### src/rtl/calc_pkg.sv
// Shared definitions for the matrix printer: dimension limits, ASCII codes,
// printer state encoding and small arithmetic helpers.
package calc_pkg;

  localparam int MAX_DIM = 5;
  localparam int RD_LAT  = 1;

  // Row/column counters only ever need to hold 0..MAX_DIM.
  localparam int DIM_W = 3;

  localparam logic [7:0] ASCII_SP    = 8'h20;
  localparam logic [7:0] ASCII_CR    = 8'h0D;
  localparam logic [7:0] ASCII_LF    = 8'h0A;
  localparam logic [7:0] ASCII_MINUS = 8'h2D;
  localparam logic [7:0] ASCII_ZERO  = 8'h30;

  typedef enum logic [3:0] {
    ST_IDLE     = 4'd0,
    ST_INIT     = 4'd1,
    ST_FETCH    = 4'd2,
    ST_WAIT     = 4'd3,
    ST_CONV     = 4'd4,
    ST_EMIT_DIG = 4'd5,
    ST_EMIT_SEP = 4'd6,
    ST_EMIT_CR  = 4'd7,
    ST_EMIT_LF  = 4'd8,
    ST_DONE     = 4'd9
  } prt_state_e;

  // Row-major element offset; all operands are tiny so 8 bits never overflow.
  function automatic logic [7:0] elem_index(input logic [DIM_W-1:0] row,
                                            input logic [DIM_W-1:0] col,
                                            input logic [DIM_W-1:0] n);
    logic [7:0] r8;
    logic [7:0] c8;
    logic [7:0] n8;
    r8 = {5'd0, row};
    c8 = {5'd0, col};
    n8 = {5'd0, n};
    return (r8 * n8) + c8;
  endfunction

  // Double-dabble correction: every BCD digit >= 5 gets +3 before the shift.
  function automatic logic [39:0] dabble_adjust(input logic [39:0] bcd);
    logic [39:0] res;
    res = bcd;
    for (int i = 0; i < 10; i++) begin
      if (res[i*4 +: 4] >= 4'd5) begin
        res[i*4 +: 4] = res[i*4 +: 4] + 4'd3;
      end else begin
        res[i*4 +: 4] = res[i*4 +: 4];
      end
    end
    return res;
  endfunction

  // Index of the most significant non-zero digit; 0 when the value is zero,
  // so a zero value still prints a single "0".
  function automatic logic [3:0] msd_index(input logic [39:0] bcd);
    logic [3:0] idx;
    idx = 4'd0;
    for (int i = 0; i < 10; i++) begin
      if (bcd[i*4 +: 4] != 4'd0) begin
        idx = 4'(i);
      end else begin
        idx = idx;
      end
    end
    return idx;
  endfunction

  // ASCII character of BCD digit number idx (0 = units).
  function automatic logic [7:0] digit_ascii(input logic [39:0] bcd, input logic [3:0] idx);
    logic [3:0] d;
    d = bcd[{idx, 2'b00} +: 4];
    return ASCII_ZERO + {4'd0, d};
  endfunction

endpackage

### src/rtl/bin2bcd_seq.sv
// Sequential 32-bit binary to 10-digit BCD converter (double-dabble, one
// bit per cycle). A start pulse while idle launches a conversion; 32 shift
// cycles later plus one output cycle, done pulses and bcd_out holds the result
// until the next conversion completes.
module bin2bcd_seq
  import calc_pkg::*;
(
  input  logic        clk,
  input  logic        rst_n,
  input  logic        start,
  input  logic [31:0] bin_in,
  output logic        done,
  output logic [39:0] bcd_out
);

  logic [31:0] bin_q, bin_d;
  logic [39:0] bcd_q, bcd_d;
  logic [39:0] out_q, out_d;
  logic [5:0]  cnt_q, cnt_d;
  logic        run_q, run_d;
  logic        done_q, done_d;
  logic [39:0] adj_s;

  // Next-state: load on start, shift 32 times, then publish the result.
  always_comb begin
    bin_d  = bin_q;
    bcd_d  = bcd_q;
    out_d  = out_q;
    cnt_d  = cnt_q;
    run_d  = run_q;
    done_d = 1'b0;
    adj_s  = dabble_adjust(bcd_q);
    if (run_q) begin
      if (cnt_q == 6'd32) begin
        run_d  = 1'b0;
        done_d = 1'b1;
        out_d  = bcd_q;
      end else begin
        bcd_d = {adj_s[38:0], bin_q[31]};
        bin_d = {bin_q[30:0], 1'b0};
        cnt_d = cnt_q + 6'd1;
      end
    end else if (start) begin
      bin_d = bin_in;
      bcd_d = 40'd0;
      cnt_d = 6'd0;
      run_d = 1'b1;
    end else begin
      run_d = 1'b0;
    end
  end

  // Converter state registers.
  always_ff @(posedge clk or negedge rst_n) begin
    if (!rst_n) begin
      bin_q  <= 32'd0;
      bcd_q  <= 40'd0;
      out_q  <= 40'd0;
      cnt_q  <= 6'd0;
      run_q  <= 1'b0;
      done_q <= 1'b0;
    end else begin
      bin_q  <= bin_d;
      bcd_q  <= bcd_d;
      out_q  <= out_d;
      cnt_q  <= cnt_d;
      run_q  <= run_d;
      done_q <= done_d;
    end
  end

  assign done    = done_q;
  assign bcd_out = out_q;

endmodule

### src/rtl/matrix_result_printer.sv
// Reads a row-major result matrix back from storage and streams it as ASCII
// decimal text over a valid/ready byte interface: elements separated by a
// space, each row terminated by CR LF.
// Optional feature macro PRINT_SIGNED_EN: treat elements as two's complement
// and prefix negative values with '-'. Without it, values print unsigned.
module matrix_result_printer #(
  parameter int MAX_DIM = calc_pkg::MAX_DIM,
  parameter int RD_LAT  = calc_pkg::RD_LAT
) (
  input  logic        clk,
  input  logic        rst_n,
  input  logic        i_start_print,
  input  logic [7:0]  i_base_addr,
  input  logic [31:0] i_m,
  input  logic [31:0] i_n,
  output logic        o_busy,
  output logic        o_print_done,
  output logic        o_err,
  output logic [7:0]  o_rd_addr,
  input  logic [31:0] i_rd_data,
  output logic [7:0]  o_tx_data,
  output logic        o_tx_valid,
  input  logic        i_tx_ready
);

  import calc_pkg::*;

  prt_state_e       state_q, state_d;
  logic [7:0]       base_q, base_d;
  logic [DIM_W-1:0] m_q, m_d;
  logic [DIM_W-1:0] n_q, n_d;
  logic [DIM_W-1:0] row_q, row_d;
  logic [DIM_W-1:0] col_q, col_d;
  logic             err_flag_q, err_flag_d;
  logic [3:0]       wait_cnt_q, wait_cnt_d;
  logic [31:0]      value_q, value_d;
  logic             bcd_start_q, bcd_start_d;
  logic [3:0]       dig_idx_q, dig_idx_d;
  logic             busy_q, busy_d;
  logic             done_q, done_d;
  logic             err_q, err_d;
  logic [7:0]       rd_addr_q, rd_addr_d;
  logic [7:0]       tx_data_q, tx_data_d;
  logic             tx_valid_q, tx_valid_d;
`ifdef PRINT_SIGNED_EN
  logic             neg_q, neg_d;
`endif

  logic        bcd_done_s;
  logic [39:0] bcd_s;
  logic        hs_s;
  logic        dims_bad_s;
  logic        sign_pend_s;
  logic [3:0]  msd_s;

  bin2bcd_seq u_bin2bcd (
    .clk     (clk),
    .rst_n   (rst_n),
    .start   (bcd_start_q),
    .bin_in  (value_q),
    .done    (bcd_done_s),
    .bcd_out (bcd_s)
  );

  // Printer sequencing: computes every next-state value from current state.
  always_comb begin
    state_d     = state_q;
    base_d      = base_q;
    m_d         = m_q;
    n_d         = n_q;
    row_d       = row_q;
    col_d       = col_q;
    err_flag_d  = err_flag_q;
    wait_cnt_d  = wait_cnt_q;
    value_d     = value_q;
    bcd_start_d = 1'b0;
    dig_idx_d   = dig_idx_q;
    busy_d      = busy_q;
    done_d      = 1'b0;
    err_d       = 1'b0;
    rd_addr_d   = rd_addr_q;
    tx_data_d   = tx_data_q;
    tx_valid_d  = tx_valid_q;
`ifdef PRINT_SIGNED_EN
    neg_d       = neg_q;
    sign_pend_s = neg_q;
`else
    sign_pend_s = 1'b0;
`endif
    hs_s        = tx_valid_q & i_tx_ready;
    msd_s       = msd_index(bcd_s);
    dims_bad_s  = (i_m == 32'd0) || (i_n == 32'd0) ||
                  (i_m > 32'(MAX_DIM)) || (i_n > 32'(MAX_DIM));

    case (state_q)
      ST_IDLE: begin
        if (i_start_print) begin
          busy_d     = 1'b1;
          err_flag_d = 1'b0;
          state_d    = ST_INIT;
        end else begin
          state_d = ST_IDLE;
        end
      end

      ST_INIT: begin
        base_d = i_base_addr;
        if (dims_bad_s) begin
          err_flag_d = 1'b1;
          state_d    = ST_DONE;
        end else begin
          m_d     = i_m[DIM_W-1:0];
          n_d     = i_n[DIM_W-1:0];
          row_d   = '0;
          col_d   = '0;
          state_d = ST_FETCH;
        end
      end

      ST_FETCH: begin
        // Address arithmetic wraps in 8 bits by construction.
        rd_addr_d  = base_q + elem_index(row_q, col_q, n_q);
        wait_cnt_d = 4'd0;
        state_d    = ST_WAIT;
      end

      ST_WAIT: begin
        if (wait_cnt_q == 4'(RD_LAT)) begin
`ifdef PRINT_SIGNED_EN
          neg_d   = i_rd_data[31];
          value_d = i_rd_data[31] ? (~i_rd_data + 32'd1) : i_rd_data;
`else
          value_d = i_rd_data;
`endif
          bcd_start_d = 1'b1;
          state_d     = ST_CONV;
        end else begin
          wait_cnt_d = wait_cnt_q + 4'd1;
        end
      end

      ST_CONV: begin
        if (bcd_done_s) begin
          dig_idx_d  = msd_s;
          tx_valid_d = 1'b1;
          tx_data_d  = sign_pend_s ? ASCII_MINUS : digit_ascii(bcd_s, msd_s);
          state_d    = ST_EMIT_DIG;
        end else begin
          state_d = ST_CONV;
        end
      end

      ST_EMIT_DIG: begin
        // Next byte is loaded on the accepting edge so digits flow back-to-back.
        if (hs_s) begin
          if (sign_pend_s) begin
`ifdef PRINT_SIGNED_EN
            neg_d = 1'b0;
`endif
            tx_data_d = digit_ascii(bcd_s, dig_idx_q);
          end else if (dig_idx_q != 4'd0) begin
            dig_idx_d = dig_idx_q - 4'd1;
            tx_data_d = digit_ascii(bcd_s, dig_idx_q - 4'd1);
          end else if (col_q != (n_q - 3'd1)) begin
            tx_data_d = ASCII_SP;
            state_d   = ST_EMIT_SEP;
          end else begin
            tx_data_d = ASCII_CR;
            state_d   = ST_EMIT_CR;
          end
        end else begin
          state_d = ST_EMIT_DIG;
        end
      end

      ST_EMIT_SEP: begin
        if (hs_s) begin
          tx_valid_d = 1'b0;
          col_d      = col_q + 3'd1;
          state_d    = ST_FETCH;
        end else begin
          state_d = ST_EMIT_SEP;
        end
      end

      ST_EMIT_CR: begin
        if (hs_s) begin
          tx_data_d = ASCII_LF;
          state_d   = ST_EMIT_LF;
        end else begin
          state_d = ST_EMIT_CR;
        end
      end

      ST_EMIT_LF: begin
        if (hs_s) begin
          tx_valid_d = 1'b0;
          col_d      = '0;
          if (row_q == (m_q - 3'd1)) begin
            state_d = ST_DONE;
          end else begin
            row_d   = row_q + 3'd1;
            state_d = ST_FETCH;
          end
        end else begin
          state_d = ST_EMIT_LF;
        end
      end

      ST_DONE: begin
        done_d  = 1'b1;
        err_d   = err_flag_q;
        busy_d  = 1'b0;
        state_d = ST_IDLE;
      end

      default: begin
        tx_valid_d = 1'b0;
        busy_d     = 1'b0;
        state_d    = ST_IDLE;
      end
    endcase
  end

  // All printer state and registered outputs.
  always_ff @(posedge clk or negedge rst_n) begin
    if (!rst_n) begin
      state_q     <= ST_IDLE;
      base_q      <= 8'd0;
      m_q         <= '0;
      n_q         <= '0;
      row_q       <= '0;
      col_q       <= '0;
      err_flag_q  <= 1'b0;
      wait_cnt_q  <= 4'd0;
      value_q     <= 32'd0;
      bcd_start_q <= 1'b0;
      dig_idx_q   <= 4'd0;
      busy_q      <= 1'b0;
      done_q      <= 1'b0;
      err_q       <= 1'b0;
      rd_addr_q   <= 8'd0;
      tx_data_q   <= 8'd0;
      tx_valid_q  <= 1'b0;
`ifdef PRINT_SIGNED_EN
      neg_q       <= 1'b0;
`endif
    end else begin
      state_q     <= state_d;
      base_q      <= base_d;
      m_q         <= m_d;
      n_q         <= n_d;
      row_q       <= row_d;
      col_q       <= col_d;
      err_flag_q  <= err_flag_d;
      wait_cnt_q  <= wait_cnt_d;
      value_q     <= value_d;
      bcd_start_q <= bcd_start_d;
      dig_idx_q   <= dig_idx_d;
      busy_q      <= busy_d;
      done_q      <= done_d;
      err_q       <= err_d;
      rd_addr_q   <= rd_addr_d;
      tx_data_q   <= tx_data_d;
      tx_valid_q  <= tx_valid_d;
`ifdef PRINT_SIGNED_EN
      neg_q       <= neg_d;
`endif
    end
  end

  assign o_busy       = busy_q;
  assign o_print_done = done_q;
  assign o_err        = err_q;
  assign o_rd_addr    = rd_addr_q;
  assign o_tx_data    = tx_data_q;
  assign o_tx_valid   = tx_valid_q;

endmodule

### config.mk
export PLATFORM = sky130hd
export DESIGN_NAME = matrix_result_printer
export DESIGN_NICKNAME = d
export VERILOG_FILES = /design/src/rtl/calc_pkg.sv /design/src/rtl/bin2bcd_seq.sv /design/src/rtl/matrix_result_printer.sv
export SDC_FILE = /design/constraint.sdc
export NUM_CORES = 1
export LEC_CHECK = 0
export CAP_MARGIN = 10
export CORE_AREA = 2 2 161 163
export DETAILED_ROUTE_END_ITERATION = 10
export DIE_AREA = 0 0 163 165
export GPL_ROUTABILITY_DRIVEN = 0
export SYNTH_ARGS = -nofsm -noshare
export SYNTH_HDL_FRONTEND = slang
export SYNTH_SLANG_ARGS = --single-unit
### constraint.sdc
create_clock -name clk -period 8.1 [get_ports clk]
set_input_delay 1.62 -clock clk [delete_from_list [all_inputs] [get_ports clk]]
set_output_delay 1.62 -clock clk [all_outputs]
set_load 0.005 [all_outputs]
=== Yosys cells after proc, flatten, opt, wreduce, memory -nomap -nowiden ===
Index checks and enable logic that the tools add are counted.

* Flip-flop bits (word level): 206
* Bits of input ports: 108
* Output and inout port bits: 20
* Word-level logic and storage cells: 206

* $add $sub $neg: 21
* Multipliers: 1
* Order comparisons: 12
* Equality and inequality tests: 28
* Shift-type cells: 2
* Multiplexer cells: 76
* Bitwise gates (word level): 4
* Reduce and logical (&&, ||, !) cells: 39

{| class="wikitable"
|+ Operators with widths
! kind !! count
|-
| $mux 40 || 3
|-
| $mux 4 || 27
|-
| $mux 32 || 3
|-
| $shiftx 40x7->4 || 2
|-
| $gt 32x3->1 const B || 2
|-
| $logic_not 32->1 || 2
|-
| $ge 4x3->1 const B || 10
|-
| $reduce_bool 4->1 || 10
|-
| $add 4x2->4 const B || 9
|-
| $pmux 4 s9 || 1
|-
| $mux 6 || 4
|-
| $mux 8 || 3
|-
| $ne 2x2->1 const B || 12
|-
| $pmux 8 s3 || 1
|-
| $mux 3 || 7
|-
| $mux 1 || 18
|-
| $eq 4x3->1 const B || 4
|-
| $pmux 4 s2 || 2
|-
| $reduce_and 4->1 || 4
|-
| $add 6x4->7 const A || 2
|-
| $reduce_and 2->1 || 7
|-
| $reduce_bool 2->1 || 5
|-
| $pmux 3 s3 || 1
|-
| $add 8x7->8 || 1
|-
| other kinds (30) || 43
|}

=== Longest topological paths before layout ===
* Word-level depth: 14
* Mapped depth: 16
* Gate-level depth less buffers: 16

=== Hierarchy ===
A second synthesis with hierarchy kept.

* Cells, all modules: 1261
* Area, all modules: 11534.8 um2

{| class="wikitable"
|+ By module, submodules not included
! module !! instances !! cells an instance !! area an instance (um2) !! sequential area each (um2)
|-
| bin2bcd_seq || 1 || 647 || 6174.7 || 3002.9
|-
| matrix_result_printer || 1 || 614 || 5360.1 || 2102.0
|}

=== Worst setup path after synthesis ===
OpenSTA, ideal clock, no wires.

* Path kind: register to register
* Start point: register row_q[0]
* End point: register rd_addr_q[6] (netlist: o_rd_addr[6])
* Library setup time: 0.135 ns
* Arrival: 3.271 ns
* Data required time: 7.965 ns
* Slack: 4.694 ns
* Cell stages (with the launch flop): 13
* Buffers on the path: 0
* Clock period less this slack: 3.406 ns
* Path through: dfrtp_1 > nand2_1 > fa_1 > fa_1 > fa_1 > inv_1 > ha_1 > a21o_1 > a21o_1 > a21o_1 > a21oi_1 > xor2_1 > o21ai_0

* Word-level cells in the longest chain between the ends: 3

{| class="wikitable"
|+ RTL lines
! item !! RTL line !! source
|-
| start: declaration || matrix_result_printer.sv:32 || <nowiki>logic [DIM_W-1:0] row_q, row_d;</nowiki>
|-
| start signal: assignment || matrix_result_printer.sv:253 || <nowiki>row_q <= row_d;</nowiki>
|-
| $mul 3x3->6 || calc_pkg.sv:40 || <nowiki>return (r8 * n8) + c8;</nowiki>
|-
| $add 6x3->7 || calc_pkg.sv:40 ||
|-
| $add 8x7->8 || matrix_result_printer.sv:122 || <nowiki>rd_addr_d = base_q + elem_index(row_q, col_q, n_q);</nowiki>
|-
| end signal: assignment || matrix_result_printer.sv:263 || <nowiki>rd_addr_q <= rd_addr_d;</nowiki>
|-
| end: declaration || matrix_result_printer.sv:42 || <nowiki>logic [7:0] rd_addr_q, rd_addr_d;</nowiki>
|}

No other way between the ends.
A chain may end at the register's enable or synchronous reset.

=== Final worst setup path ===
* Start point: register u_bin2bcd.cnt_q[0]
* End point: register u_bin2bcd.cnt_q[2]

* Word-level cells in the longest chain between the ends: 3
* Elaborated cells on any way between the ends: 6
* Those cells by class: add/sub: 1; eq/ne: 2; mux: 2; reduce/logical: 1

{| class="wikitable"
|+ RTL lines
! item !! RTL line !! source
|-
| start: declaration || bin2bcd_seq.sv:19 || <nowiki>logic [5:0] cnt_q, cnt_d;</nowiki>
|-
| start signal: assignment || bin2bcd_seq.sv:66 || <nowiki>cnt_q <= cnt_d;</nowiki>
|-
| $add 6x1->6 or $eq 6x6->1 (tied branches) || bin2bcd_seq.sv:41, bin2bcd_seq.sv:34 ||
|-
| $mux 6 or $ne 2x2->1 (tied branches) || n/a ||
|-
| $mux 6 or $reduce_and 2->1 (tied branches) || n/a ||
|}

Parallel ways exist; a longest one is shown, timed or not. The select of a mux whose other input is x is not followed.

==> metrics.md <==
| Metric | Value |
|---|---|
| First-pass GRT wire length | `43600 um` |
| Outcome | `complete, no violations` |
| Post-Synthesis Cells | `1192` |
| Largest net degree at the start of global routing | `76` |
| Count of pins over their slew limit | `0` |
| Layout overhead on the synthesized area | `21.2%` |
| # DRC | `0` |
| GRT Overall Usage | `0.196` |
| Hold Buf Count CTS | `0` |
| CTS root buffer | `clkbuf_16` |
| Synth Area per Inst | `9.19 um^2` |
| Initial Utilization | `0.438` |
| Synth Flop Type | `dfrtp_1` |
| CP arrival | `4.27 ns` |
| Worst slew pin tran | `1.14 ns` |
| Core ar. | `0.0250 mm^2` |
| Placement Cell Area | `0.0125 mm^2` |
| NumNets Final | `1458` |
| Post-CTS setup buffer count | `0` |
| Max Buffers Root-to-Sink | `3` |
| Max_cap viols | `0` |
| GR Overflow Total | `0` |
| N_diodes | `0` |
| Worst path bufs/invs | `4` |
| Synth Register Bits | `204` |
| Top Ports | `128` |
| PortBufs | `125` |
| Fmax | `0.258 GHz` |
| Die Y | `165 um` |
| CP delay by family, top | `buffers and inverters` |
| Netlist cell types | `67` |
| Mapped Area | `0.0110 mm^2` |
| CP peak stage delay | `1.11 ns` |
| First drt pass iteration count | `5` |
| PostCTS Resize Cnt | `0` |
| Worst setup EP type | `register` |
| Clk sink count | `204` |
| Design Area, Final | `0.0133 mm^2` |
| ANT nets after route | `0` |
| Clock-pin slew of the registers on the worst-case setup and hold paths | `0.06 ns` |
| Clock Skew | `0.0169 ns` |
| Via Count | `8757` |
| CP max-delay cell | `clkinv_1` |
| Hold Violations, Final | `0` |
| Crit start category | `register` |
| Vias in the first global route | `8701` |
| Critical path's most frequent cell | `buf_4` |
| Hold WC Path Type | `register to register` |
| Fin crit period | `3.88 ns` |
| Die X | `163 um` |
| Pwr/cell area | `182 mW/mm^2` |
| Asr flop ratio synth | `1.00` |
| CTS tree | `done` |
| Via/cell ratio | `5.32` |
| Final setup violation count | `0` |
| Post-synth EDFFs | `0` |
| Die area | `0.0269 mm^2` |
| CP max FO | `75` |
| Clock Latency Late Sink | `0.52 ns` |
| DRT iter0 DRCs | `437` |
| Num CTS Buffers | `24` |
| RSZ-0062 raised after global routing | `no` |
| Setup TNS | `0 ns` |
| Maximum VDD drop | `0.132 mV` |
| Layout cell share with drive strength beyond 1 | `0.0669` |
| Hold slack | `0.472 ns` |
| Slew headroom | `0.234` |
| Final Util | `0.530` |
| Yosys warning total | `0` |
| Final Power | `2.41 mW` |
| Maximum level of the CTS H-tree | `1` |
| Critical Path RT | `8.48 ns` |
| Post-Route WL | `25700 um` |
| Initial antenna violation count | `0` |
| HPWL after DPL | `17600 um` |
| Mean routed wirelength per cell | `15.6 um` |
| Sequential area share after synthesis | `0.466` |
| Cells along the critical path | `inv_1 -> ha_1 -> nor4b_1 -> nand3_2 -> buf_4 -> o21ai_4 -> buf_4 -> clkinv_1 -> nand2_1 -> xor2_1 -> nor2_1` |
| Crit share post-route | `0.479` |
| Critical path type | `register to register` |
| Lkg Pwr | `5.89 nW` |
| Placement Rows | `58` |
## state kept, by name (all words and copies together) (netlist names), 3 cells and up
signal	count
value_q	32
o_tx_data	6
u_bin2bcd.bcd_out	40
base_q	8
dig_idx_q	4
state_q	4
u_bin2bcd.cnt_q	6
wait_cnt_q	4
m_q	3
u_bin2bcd.bin_q	32
o_rd_addr	8
col_q	3
row_q	3
u_bin2bcd.bcd_q	40
n_q	3
## synthesized netlist by cell type (3+ instances only)
master | instances | share of area
mux2_2 | 12 | 0.012
a31oi_1 | 3 | 0.0017
and3_1 | 5 | 0.0029
nor3_1 | 17 | 0.0078
or4_1 | 3 | 0.0021
a21oi_1 | 53 | 0.024
a22o_1 | 4 | 0.0032
ha_1 | 43 | 0.049
nor2b_1 | 12 | 0.0069
o22ai_1 | 21 | 0.012
nand4_1 | 10 | 0.0057
mux2i_1 | 38 | 0.035
inv_1 | 55 | 0.019
a211oi_1 | 6 | 0.0041
nor4_1 | 23 | 0.013
nor4_2 | 4 | 0.0046
nand3_1 | 19 | 0.0087
nor2_1 | 48 | 0.016
mux4_2 | 8 | 0.016
o21ai_0 | 109 | 0.050
a22oi_1 | 5 | 0.0034
a2111oi_0 | 3 | 0.0024
nand2_1 | 294 | 0.10
a211o_1 | 3 | 0.0024
xnor2_1 | 23 | 0.018
dfrtp_1 | 204 | 0.47
o31ai_1 | 13 | 0.0089
and2_1 | 7 | 0.0040
xor2_1 | 6 | 0.0048
or4_4 | 3 | 0.0031
nand2b_1 | 11 | 0.0063
fa_1 | 7 | 0.013
a32o_1 | 11 | 0.010
nor3b_1 | 10 | 0.0069
o211ai_1 | 5 | 0.0034
a21o_1 | 8 | 0.0055
buf_1 | 10 | 0.0034
clkbuf_1 | 38 | 0.013
## final cells by class
type / count / area, um^2
fillers: 2347 / 11800
clock buffers: 35 / 713
inverters: 56 / 210
flip-flops and latches: 204 / 5110
multi-input cells: 881 / 5450
well taps: 330 / 413
repair buffers: 133 / 1320
clock inverters: 7 / 60.1
## final timing paths
kind	startpoint	end	slack [ns]	cells past startpoint
setup / recovery	u_bin2bcd.cnt_q[0]	u_bin2bcd.cnt_q[2]	4.22	11
hold / removal	value_q[20]	value_q[20]	0.47	2
setup reg to reg	u_bin2bcd.cnt_q[0]	u_bin2bcd.cnt_q[2]	4.22	11
hold reg to reg	value_q[20]	value_q[20]	0.47	2
max in group asynchronous	rst_n	u_bin2bcd.bin_q[19]	5.63	2
min in group asynchronous	rst_n	o_tx_data[4]	1.13	1
## worst register-to-register path, delay by kind of cell, from the launching register on
family                   cells  cell delay (ns)
AO/OA/AOI/OAI                1             0.11
adder cells (fa/ha/maj)      1             0.13
flip-flops                   1             0.41
AND/OR/NAND/NOR              4             0.82
buffers and inverters        4             2.08
XOR/XNOR                     1             0.19
## kinds of logic after synthesis
group / count (synthesis) / share of synthesized area
and+or+nand+nor: 473 / 0.193
xor gates and xnor gates: 29 / 0.0232
DFF: 204 / 0.466
AOI/OAI and AO/OA: 269 / 0.154
adders and majority gates: 50 / 0.0619
buffers and inverters: 108 / 0.0379
muxes: 58 / 0.0635
other: 1 / 0.000342
## where the power goes
group	leakage, nW	internal (mW)	switching, mW
clock network	0.388	0.638	0.420
logic	2.86	0.124	0.146
registers	2.64	1.05	0.0305
total	5.89	1.81	0.596
## placed cells by master, fill, tap and decap left out, drive strengths merged, types with 6 or more instances in the layout
cell | netlist | layout
nand2b | 11 | 11
nor2b | 12 | 12
or4 | 6 | 6
clkdlybuf4s50 | 0 | 124
dfrtp | 204 | 204
xor2 | 6 | 6
nor3 | 17 | 17
clkbuf | 38 | 36
o211ai | 6 | 6
a211oi | 7 | 7
nand2 | 295 | 295
a32o | 11 | 11
mux2 | 12 | 12
a21oi | 53 | 53
a21o | 8 | 8
ha | 43 | 43
nand4 | 10 | 10
mux2i | 38 | 38
and2 | 7 | 7
o22ai | 21 | 21
o31ai | 13 | 13
buf | 14 | 8
nor3b | 10 | 10
o21ai | 112 | 112
xnor2 | 23 | 23
inv | 55 | 55
nor4 | 27 | 27
mux4 | 8 | 8
nor2 | 50 | 50
clkinv | 1 | 7
fa | 7 | 7
nand3 | 19 | 19
## layer usage
metal  part of all wire  up-vias  GRT usage
li1                   -     4380          -
met1               0.49     4137      0.284
met2               0.44      211      0.311
met3              0.056       29     0.0281
met4              0.014        0     0.0467
met5                  0        -          0
## stage by stage
stage | setup slack (ns) | cells
2_1_floorplan | 4.69 | 1193
3_3_place_gp | 3.99 | 1604
3_5_place_dp | 3.91 | 1604
4_1_cts | 4.13 | 1646
5_1_grt | 3.82 | 1646
6_report | 4.22 | 1646
Power figures use the tool's default switching activity.
